**src/rtl/sv_req_grant_arbiter.sv**
```systemverilog
// ---------------------------------------------------------------------------
// sv_req_grant_arbiter
//
// Shares one resource between N requesters with one-hot grants. The mode
// input selects the arbitration policy each time a new owner is picked:
// fixed priority (lowest index wins) or round-robin (scan upward from the
// previous winner, wrapping). A grant lasts until its owner drops its
// request or until MAX_HOLD cycles have elapsed. There is always at least
// one idle cycle between two grants.
//
// Ports:
//   clk      rising-edge clock
//   rst      asynchronous reset, active-high
//   req      request vector, bit i = requester i wants/uses the resource
//   mode     0 = fixed priority, 1 = round-robin (used only when arbitrating)
//   gnt      one-hot grant, or all zeros
//   gnt_id   index of the asserted gnt bit, 0 when no grant
//   busy     high while any gnt bit is high
//   timeout  one-cycle pulse in the bubble after a hold-limit revoke
// ---------------------------------------------------------------------------
module sv_req_grant_arbiter #(
    parameter int N        = 4,
    parameter int MAX_HOLD = 8
) (
    input  logic         clk,
    input  logic         rst,
    input  logic [N-1:0] req,
    input  logic         mode,
    output logic [N-1:0] gnt,
    output logic [2:0]   gnt_id,
    output logic         busy,
    output logic         timeout
);

    localparam int            HW        = $clog2(MAX_HOLD);
    localparam logic [HW-1:0] HOLD_LAST = HW'(MAX_HOLD - 1);
    localparam logic [2:0]    LAST_INIT = 3'(N - 1);

    // REVOKE is an idle cycle that also flags the hold-limit timeout; it
    // arbitrates exactly like IDLE.
    typedef enum logic [1:0] {
        IDLE   = 2'd0,
        GRANT  = 2'd1,
        REVOKE = 2'd2
    } state_t;

    state_t        state;
    state_t        state_nxt;
    logic [2:0]    owner;
    logic [2:0]    owner_nxt;
    logic [2:0]    last;
    logic [2:0]    last_nxt;
    logic [HW-1:0] hold_cnt;
    logic [HW-1:0] hold_cnt_nxt;
    logic [N-1:0]  owner_mask;
    logic          owner_req;
    logic [2:0]    winner;

    // Lowest set index wins; scanning downward leaves the lowest one last.
    function automatic logic [2:0] pick_fixed(input logic [N-1:0] r);
        logic [2:0] w;
        w = '0;
        for (int i = N - 1; i >= 0; i--) begin
            if (r[i]) begin
                w = 3'(i);
            end
        end
        return w;
    endfunction

    // First set bit after the previous winner, wrapping N-1 -> 0. The scan
    // covers all N positions so the previous winner itself is considered last.
    function automatic logic [2:0] pick_rr(input logic [N-1:0] r, input logic [2:0] l);
        logic [2:0] w;
        logic       found;
        int         idx;
        w     = '0;
        found = 1'b0;
        for (int k = 1; k <= N; k++) begin
            idx = (int'(l) + k) % N;
            if (!found && r[idx]) begin
                w     = 3'(idx);
                found = 1'b1;
            end
        end
        return w;
    endfunction

    assign owner_mask = N'(1) << owner;
    assign owner_req  = |(req & owner_mask);
    assign winner     = mode ? pick_rr(req, last) : pick_fixed(req);

    // State register
    always_ff @(posedge clk or posedge rst) begin
        if (rst) begin
            state    <= IDLE;
            owner    <= '0;
            last     <= LAST_INIT;
            hold_cnt <= '0;
        end else begin
            state    <= state_nxt;
            owner    <= owner_nxt;
            last     <= last_nxt;
            hold_cnt <= hold_cnt_nxt;
        end
    end

    // Next-state logic
    always_comb begin
        state_nxt    = state;
        owner_nxt    = owner;
        last_nxt     = last;
        hold_cnt_nxt = hold_cnt;
        unique case (state)
            IDLE, REVOKE: begin
                if (|req) begin
                    state_nxt    = GRANT;
                    owner_nxt    = winner;
                    last_nxt     = winner;
                    hold_cnt_nxt = '0;
                end else begin
                    state_nxt = IDLE;
                end
            end
            GRANT: begin
                // Release is checked first so it beats a coincident hold limit.
                priority if (!owner_req) begin
                    state_nxt = IDLE;
                end else if (hold_cnt == HOLD_LAST) begin
                    state_nxt = REVOKE;
                end else begin
                    hold_cnt_nxt = hold_cnt + 1'b1;
                end
            end
            default: begin
                state_nxt = IDLE;
            end
        endcase
    end

    // Output decode; purely from state so reset clears outputs immediately.
    always_comb begin
        gnt     = '0;
        gnt_id  = '0;
        busy    = 1'b0;
        timeout = 1'b0;
        if (state == GRANT) begin
            gnt    = owner_mask;
            gnt_id = owner;
            busy   = 1'b1;
        end
        if (state == REVOKE) begin
            timeout = 1'b1;
        end
    end

endmodule
```
**config.mk**
```make
export PLATFORM = sky130hd
export DESIGN_NAME = sv_req_grant_arbiter
export DESIGN_NICKNAME = d
export VERILOG_FILES = /design/src/rtl/sv_req_grant_arbiter.sv
export SDC_FILE = /design/constraint.sdc
export NUM_CORES = 1
export LEC_CHECK = 0
export CORE_MARGIN = 1
export CORE_UTILIZATION = 42
export CTS_CLUSTER_SIZE = 16
export DETAILED_ROUTE_END_ITERATION = 12
export GPL_ROUTABILITY_DRIVEN = 0
export MAX_ROUTING_LAYER = met4
export PLACE_DENSITY_LB_ADDON = 0.1
export SYNTH_ARGS = -nofsm -noshare
export SYNTH_HDL_FRONTEND = slang
export SYNTH_SLANG_ARGS = --single-unit
```
**constraint.sdc**
```tcl
create_clock -name clk -period 1.4 [get_ports clk]
set_clock_uncertainty 0.05 [all_clocks]
set_input_delay 0.28 -clock clk [delete_from_list [all_inputs] [get_ports clk]]
set_output_delay 0.28 -clock clk [all_outputs]
set_load 0.005 [all_outputs]
```
==> results.md, run 1 <==
- Counting every sink on the clock net gives 9.
- The final number of hold-violating endpoints is 0.
- Summed over all failing endpoints, the final setup total negative slack is -0.748 ns.
- In the finished design, the share of the clock period the worst path needs comes to 110%.
- The tightest min-delay check is of the in -> async type.
- The remaining antenna violation count is 0.
- Among all stages on the critical path, the largest delay is contributed by sky130_fd_sc_hd__mux4_2.
- The final core utilization is around 73%.
- The die outline area is between 1500 and 2000 um2.
- The final instance count without filler cells is 119.
- The number of pins exceeding their max-slew limit in the final report was 0.
- The layout overhead on the synthesized area is 53.4%.
- The floorplan die width is around 42 um.
- The total global routing overflow is 0.
- For this run, the number of Yosys warnings is 0.
- The worst path setup slack after routing is -0.136 ns.
- The die height is roughly 42 um.
- After synthesis, flip-flops and latches occupy between 30% and 40% of the total area.
- Dividing total power by cell area gives a power density of roughly 2000 nW/um2.
- In the final routed layout, each cell accounts on average for roughly 14 um.
- The post-route minimum period is about 1.5 ns.
- The first global-routing pass estimated between 2 and 3 mm of wire.
- The leakage power summed over all cells is 0.508 nW.
- The flow ran to the end, but the final reports show violations.
- The synthesized cell area is 658 um2.
- Counting every instance in the synthesized netlist gives 70.
- The mean number of vias per cell is approximately 5.5.
- After synthesis, the share of flip-flops with an asynchronous set or reset is between 90% and 100%.
- After clock tree synthesis, the clock-pin slew on the worst setup and hold paths is 0.06 ns.
- In this run the number of H-tree levels came out at 1.
- The sort of element at the start of the critical path is a flop.
- The highest attainable clock frequency is roughly 0.65 GHz.
- Data on the critical path is required at its endpoint by between 1.5 and 2 ns.
- For this run, design rule violations remaining after detail routing come to 0.
- The total nets after synthesis is around 80.
- The data arrival time at the worst-slack endpoint is around 1.6 ns.
- The initial antenna violation count is 0.
- The largest single stage delay on the critical path is between 0.5 and 0.6 ns.
- The total area inside the core boundary comes to ~1400 um2.
- In this run the worst path has a maximum fanout of 6.
- The later pin in the worst-skew pair is clocked with a latency of 0.26 ns.
- The first routing iteration left 16 violations.
- The number of endpoints failing setup at the final stage is 12.
- Walking the worst path, the cells encountered are mux4_2 > nand3b_4 > nor2_2 > a31o_1.
- The number of clock buffers added by TritonCTS is 3.
- The largest net degree at the start of global routing is 10.
- The placement row count is 13.
- The overall fraction of global-route tracks in use is between 20% and 30%.
- The checks that failed: negative setup slack.
- The number of placed instances, taps included, is 110.
- After synthesis, the netlist uses 33 different library cells.
- Setup repair after global routing could not meet its margin everywhere.
- The final antenna diode count is 0.
- The maximum vdd drop is 1.38 mV.
- The clock passes through at most 2 buffers.
- The routed via count is roughly 650.
- The path type of the worst setup path is reg -> reg.
- Pin placement for this block handled 16 I/O pins.
- Once the floorplan was initialized, standard cells occupied 47.6% of the core.
- For flop-to-flop paths, the worst setup slack is -0.14 ns.
- The share of final-layout standard cells stronger than drive strength 1 is about 54%.
- The number of register bits inferred by synthesis is 9.
- The count of buffers added on input and output ports is 14.
- The via count of the first global-routing pass is 654.
- The HPWL reported at the end of detailed placement is roughly 1.2 mm.
- The pre-antenna-repair detailed-routing pass consisted of 4 iterations.
- The worst-case setup slack after placement is -0.473 ns.
- After detailed routing, the total wire length is approximately 1.7 mm.
- Averaged over all synthesized cells, the footprint is between 9 and 10 um2.
- The max-capacitance violation count is 0.
- Yosys mapped a number of flops with a built-in enable equal to 0.
- For this run, the post-layout net count is 114.
- The type of destination of the critical path is a flop.
- The clock tree from TritonCTS is built.
- Among all flip-flop cells after synthesis, the most frequent one is sky130_fd_sc_hd__dfrtp_1.
- The CTS root buffer is sky130_fd_sc_hd__clkbuf_4.
==> kinds of logic (layout without fill, tap and decap cells) <==
group,count (synthesis),count (layout),share of synthesized area [%]
adders and majority gates,2,2,3.80
AOI/OAI and AO/OA,16,16,19.0
buffers and inverters,10,44,7.99
and+or+nand+nor,30,30,29.1
DFF,9,9,34.6
other,1,1,0.570
muxes,2,2,4.94
==> area by class of cell <==
cell class | instances | area, um2
Multi-Input combinational cell | 51 | 437
Fill cell | 118 | 373
Timing Repair Buffer | 33 | 273
Sequential cell | 9 | 229
Clock buffer | 4 | 26.3
Inverter | 7 | 26.3
Tap cell | 15 | 18.8
==> report_power, final <==
part           switching (W)  internal [W]
registers           0.000144      0.000401
logic               0.000537      0.000745
clock network      0.0000890      0.000110
==> cells in the final DEF, fill, tap and decap left out, drive strengths merged, types with 2 or more instances in the layout <==
| master | count |
|---|---|
| o2111a | 2 |
| dfrtp | 7 |
| nor2b | 4 |
| o21ai | 3 |
| dfstp | 2 |
| nor2 | 8 |
| inv | 7 |
| nor3b | 3 |
| and3b | 4 |
| a31o | 2 |
| and3 | 2 |
| clkdlybuf4s50 | 2 |
| nor3 | 2 |
| buf | 27 |
| clkbuf | 4 |
| nand2 | 3 |
| ha | 2 |
| and2 | 2 |
| dlygate4sd2 | 4 |
| a221oi | 3 |
==> sequential cells by signal, indices dropped and copies added (netlist names) <==
signal    cells
last          2
state         2
hold_cnt      3
owner         2
==> per-layer routing <==
layer / track usage [%] / routed length, um / vias to the layer above
met5: - / 0 / -
met4: 7.74 / 8 / 0
met3: 5.22 / 66 / 2
met2: 37.8 / 860 / 22
met1: 26.7 / 769 / 308
li1: - / - / 319
==> worst max-delay path, delay by kind of cell, from the launching register on <==
family	cells	cell delay (ns)
simple gates	2	0.20
mux	1	0.58
compound gates	1	0.18
flops	1	0.43
==> timing repair <==
| action | in CTS | in global routing |
|---|---|---|
| pin swaps | 8 | 5 |
| setup buffers | 4 | 2 |
| gates resized for setup | 50 | 12 |
| hold buffers | 0 | 0 |
| gates cloned | 0 | 0 |
| setup endpoints to repair | 17 | 17 |
==> cell usage after synthesis (2+ instances only) <==
cell	n	area share (%)
sky130_fd_sc_hd__nor2_1	8	4.6
sky130_fd_sc_hd__dfrtp_1	7	27
sky130_fd_sc_hd__inv_1	7	4.0
sky130_fd_sc_hd__a221oi_1	3	4.0
sky130_fd_sc_hd__nand2_1	3	1.7
sky130_fd_sc_hd__nor2b_1	3	2.9
sky130_fd_sc_hd__nor3b_1	3	3.4
sky130_fd_sc_hd__o21ai_0	3	2.3
sky130_fd_sc_hd__a31o_1	2	2.7
sky130_fd_sc_hd__and2_1	2	1.9
sky130_fd_sc_hd__and3b_1	2	2.7
sky130_fd_sc_hd__and3b_2	2	3.0
sky130_fd_sc_hd__dfstp_2	2	8.0
sky130_fd_sc_hd__ha_1	2	3.8
sky130_fd_sc_hd__nor3_1	2	1.5
sky130_fd_sc_hd__o2111a_1	2	3.4
==> per-stage QoR <==
| step | hold slack [ns] | cell area [um2] | total power [W] |
|---|---|---|---|
| 2_1_floorplan | 0.0565 | 658 | 0.00104 |
| 3_3_place_gp | 0.442 | 896 | 0.00149 |
| 3_5_place_dp | 0.453 | 896 | 0.00153 |
| 4_1_cts | 0.224 | 961 | 0.00187 |
| 5_1_grt | 0.277 | 1010 | 0.00218 |
| 6_report | 0.220 | 1010 | 0.00203 |
==> worst paths after layout <==
check | start | endpoint | depth (start not counted)
setup reg to reg | owner[1] | hold_cnt[1] | 4
min in group clk | hold_cnt[2] | hold_cnt[2] | 1
hold / removal | rst | hold_cnt[2] | 2
hold reg to reg | hold_cnt[2] | hold_cnt[2] | 1
setup / recovery | owner[1] | hold_cnt[1] | 4
max in group asynchronous | rst | last[1] | 2
Power figures use the tool's default switching activity.
==> run 2: changes to the inputs <==
CAP_MARGIN = 10   (was default)
CELL_PAD_IN_SITES_DETAIL_PLACEMENT = 2   (was default)
CELL_PAD_IN_SITES_GLOBAL_PLACEMENT = 2   (was default)
CORE_UTILIZATION = 25   (was 42)
==> run 2 against run 1 <==
Against the previous run:
- the run still ends with negative setup slack left
- sequential share of layout area decreased by 1.4 points
- clock power increased by 9%
- routed wire length is 26% higher
- first-iteration DRC count fell by 88%
- count of clock-buffer cells in the layout fell by 1
- non-clock buffer count up 4
- via count increased by 5.4%
- combinational power increased by 12%
- highest routed layer unchanged
- die area up 64%
- flip-flop and latch count stayed put
- setup slack worse by 0.026 ns
- final area is 6.6% higher
- largest cell class unchanged
==> results.md, run 2 (same netlist as run 1, synthesis figures left out) <==
- The placement row count came to 18 (was 13).
- Violated checks: negative setup slack (unchanged).
- The data arrival time at the worst-slack endpoint is 1.23 ns (was 1.64 ns).
- The floorplan die width was 53.3 um (was 41.6 um).
- The remaining antenna violation count was 0 (unchanged).
- The routed via count is 686 (was 651).
- The first-pass detailed-route iteration total was 2 (was 4).
- The placeable core area is 2480 um2 (was 1380 um2).
- The instance area after placement is 900 um2 (was 896 um2).
- The register-to-register setup slack was -0.13 ns (was -0.14 ns).
- The ratio of total power to cell area was 2040 nW/um2 (was 2010 nW/um2).
- The critical path data required time is 1.07 ns (was 1.51 ns).
- The HPWL reported at the end of detailed placement is 1.47 mm (was 1.21 mm).
- The critical-path cell with the highest stage delay is sky130_fd_sc_hd__dfrtp_1 (was sky130_fd_sc_hd__mux4_2).
- The clock tree from TritonCTS is built (unchanged).
- The total global routing overflow is 0 (unchanged).
- The leading cell type in the layout, fill and taps excluded is sky130_fd_sc_hd__buf_4 (unchanged).
- The cell depth of the worst flop-to-flop path is 4 (unchanged).
- Most frequent cells in the layout: sky130_fd_sc_hd__buf_4, sky130_fd_sc_hd__dfrtp_1, sky130_fd_sc_hd__buf_2, sky130_fd_sc_hd__buf_6 (was sky130_fd_sc_hd__buf_4, sky130_fd_sc_hd__buf_6, sky130_fd_sc_hd__inv_1, sky130_fd_sc_hd__dfrtp_1, sky130_fd_sc_hd__buf_2).
- The final core utilization is 43.4% (was 73.0%).
- The via count of the first global-routing pass is 673 (was 654).
- The post-route minimum period is 1.56 ns (was 1.54 ns).
- The register with the highest flop count is hold_cnt (unchanged).
- The flip-flop count of the largest register, all copies and words added is 3 (unchanged).
- The post-route cell area is 1080 um2 (was 1010 um2).
- The final clock period utilization by the worst path is 112% (was 110%).
- The sort of element at the start of the critical path is a flop (unchanged).
- The type of destination of the critical path is an output pin (was flop).
- The highest attainable clock frequency came to 0.640 GHz (was 0.651 GHz).
- The largest net degree at the start of global routing came to 10 (unchanged).
- The number of levels the H-tree was split into was 1 (unchanged).
- Run status: finished with violations (unchanged).
- The share of final-layout standard cells stronger than drive strength 1 is 61.1% (was 53.8%).
- The worst reg2reg path startpoint is owner[1] (unchanged).
- The die outline area is 2840 um2 (was 1730 um2).
- The leakage power summed over all cells is 0.534 nW (was 0.508 nW).
- The post-CTS clock slew at the launch and capture registers of the worst setup and hold paths is 0.07 ns (was 0.06 ns).
- The number of buffers added to fix hold violations after cts is 0 (unchanged).
- The worst path setup slack after routing is -0.162 ns (was -0.136 ns).
- The final number of hold-violating endpoints is 0 (unchanged).
- The end of the worst register-to-register path was hold_cnt[2] (was hold_cnt[1]).
- The number of nets in the finished design was 118 (was 114).
- The number of pins exceeding their max-slew limit in the final report is 0 (unchanged).
- The final instance count without filler cells is 138 (was 119).
- The final antenna diode count is 0 (unchanged).
- The maximum vdd drop was 0.880 mV (was 1.38 mV).
- The path type of the worst setup path is reg -> out (was reg -> reg).
- The number of buffers on the longest clock path came to 2 (unchanged).
- The number of placed instances with taps included came to 123 (was 110).
- The initial antenna violation count was 0 (unchanged).
- Setup repair after global routing missed its margin: true (unchanged).
- The die height is 53.3 um (was 41.6 um).
- The number of I/O port buffers is 14 (unchanged).
- The average wire length per cell after detail routing is 15.6 um (was 14.3 um).
- The initial core utilization is 26.6% (was 47.6%).
- Worst path cell trace: nor2b_4 > and2_4 > nor2b_4 > buf_2 (was mux4_2 > nand3b_4 > nor2_2 > a31o_1).
- The overall fraction of global-route tracks in use is 17.7% (was 22.7%).
- The layout overhead on the synthesized area is 63.5% (was 53.4%).
- The biggest fanout along the worst timing path came to 4 (was 6).
- The class of the worst hold path was in -> async (unchanged).
- In this design, the critical path's most frequently occurring cell is sky130_fd_sc_hd__nor2b_4.
- The iteration-0 DRC count of the detailed router is 2 (was 16).
- The final hold slack is 0.234 ns (was 0.220 ns).
- The I/O pin total was 16 (unchanged).
- The mean number of vias per cell came to 4.97 (was 5.47).
- The total routed wirelength is 2.16 mm (was 1.71 mm).
- The number of buffers inserted during clock tree synthesis is 3 (unchanged).
- The number of endpoints failing setup at the final stage is 12 (unchanged).
- The insertion delay to the later sink of the worst-skew pair is 0.27 ns (was 0.26 ns).
- The clock sink count is 9 (unchanged).
- The first-pass GRT wire length is 3.42 mm (was 2.90 mm).
- The max-capacitance violation count was 0 (unchanged).
- The CTS root buffer is sky130_fd_sc_hd__clkbuf_4 (unchanged).
- The delay contributed by the slowest stage of the critical path came to 0.38 ns (was 0.58 ns).
- The detailed-route DRC error count is 0 (unchanged).
[run 2: changes by cell type in the layout (fill, tap and decap cells not counted), sizes merged]
cell | previous run | this run
buf | 27 | 31
clkbuf | 4 | 3
clkinv | 0 | 1
[run 2: repair_timing]
item                                   in CTS  in global routing
setup endpoints to repair                  17                 17
setup buffers                               9                  3
pin swaps                                  12                  6
endpoints found under the hold margin       0                  0
gates resized for setup                    54                 12
[run 2: report_power, final]
group	internal, W	switching (W)
combinational	0.000841	0.000601
sequential	0.000400	0.000138
clock	0.000106	0.000111
[run 2: layout make-up]
cell class | instances | area, um2
Fill cell | 270 | 1400
Multi-Input combinational cell | 51 | 460
Timing Repair Buffer | 37 | 295
Sequential cell | 9 | 229
Tap cell | 30 | 37.5
Inverter | 7 | 26.3
Clock buffer | 3 | 22.5
Clock inverter | 1 | 5.00
[run 2: through the flow]
step / setup slack (ns) / total power (W) / setup TNS, ns
floorplan: -0.0466 / 0.00104 / -0.0932
global placement: -0.499 / 0.00152 / -5.11
detailed placement: -0.526 / 0.00156 / -5.61
CTS: -0.141 / 0.00203 / -1.19
global route: -0.223 / 0.00237 / -1.99
finish: -0.162 / 0.00220 / -1.21
[run 2: per-layer routing]
layer | vias to the layer above | part of all wire [%] | GRT usage (%)
li1 | 327 | - | -
met1 | 341 | 46 | 22.4
met2 | 14 | 50 | 28.3
met3 | 4 | 3.3 | 2.59
met4 | 0 | 1.3 | 6.58
met5 | - | 0 | -
[run 2: how the worst max path moves through the flow]
| stage | depth (start not counted) | end | start |
|---|---|---|---|
| 2_1_floorplan | 4 | hold_cnt[1] | owner[1] |
| 4_1_cts | 4 | gnt[1] | state[1] |
| 6_report | 4 | gnt[1] | state[0] |
| 5_1_grt | 4 | gnt[1] | state[0] |
| 3_5_place_dp | 6 | owner[1] | req[2] |
| 3_3_place_gp | 6 | owner[1] | req[2] |
[run 2: critical path: cells and delay by family (launching register included)]
family / cells / cell delay [ns]
AND/OR/NAND/NOR: 3 / 0.47
buffers and inverters: 1 / 0.11
flip-flops: 1 / 0.38
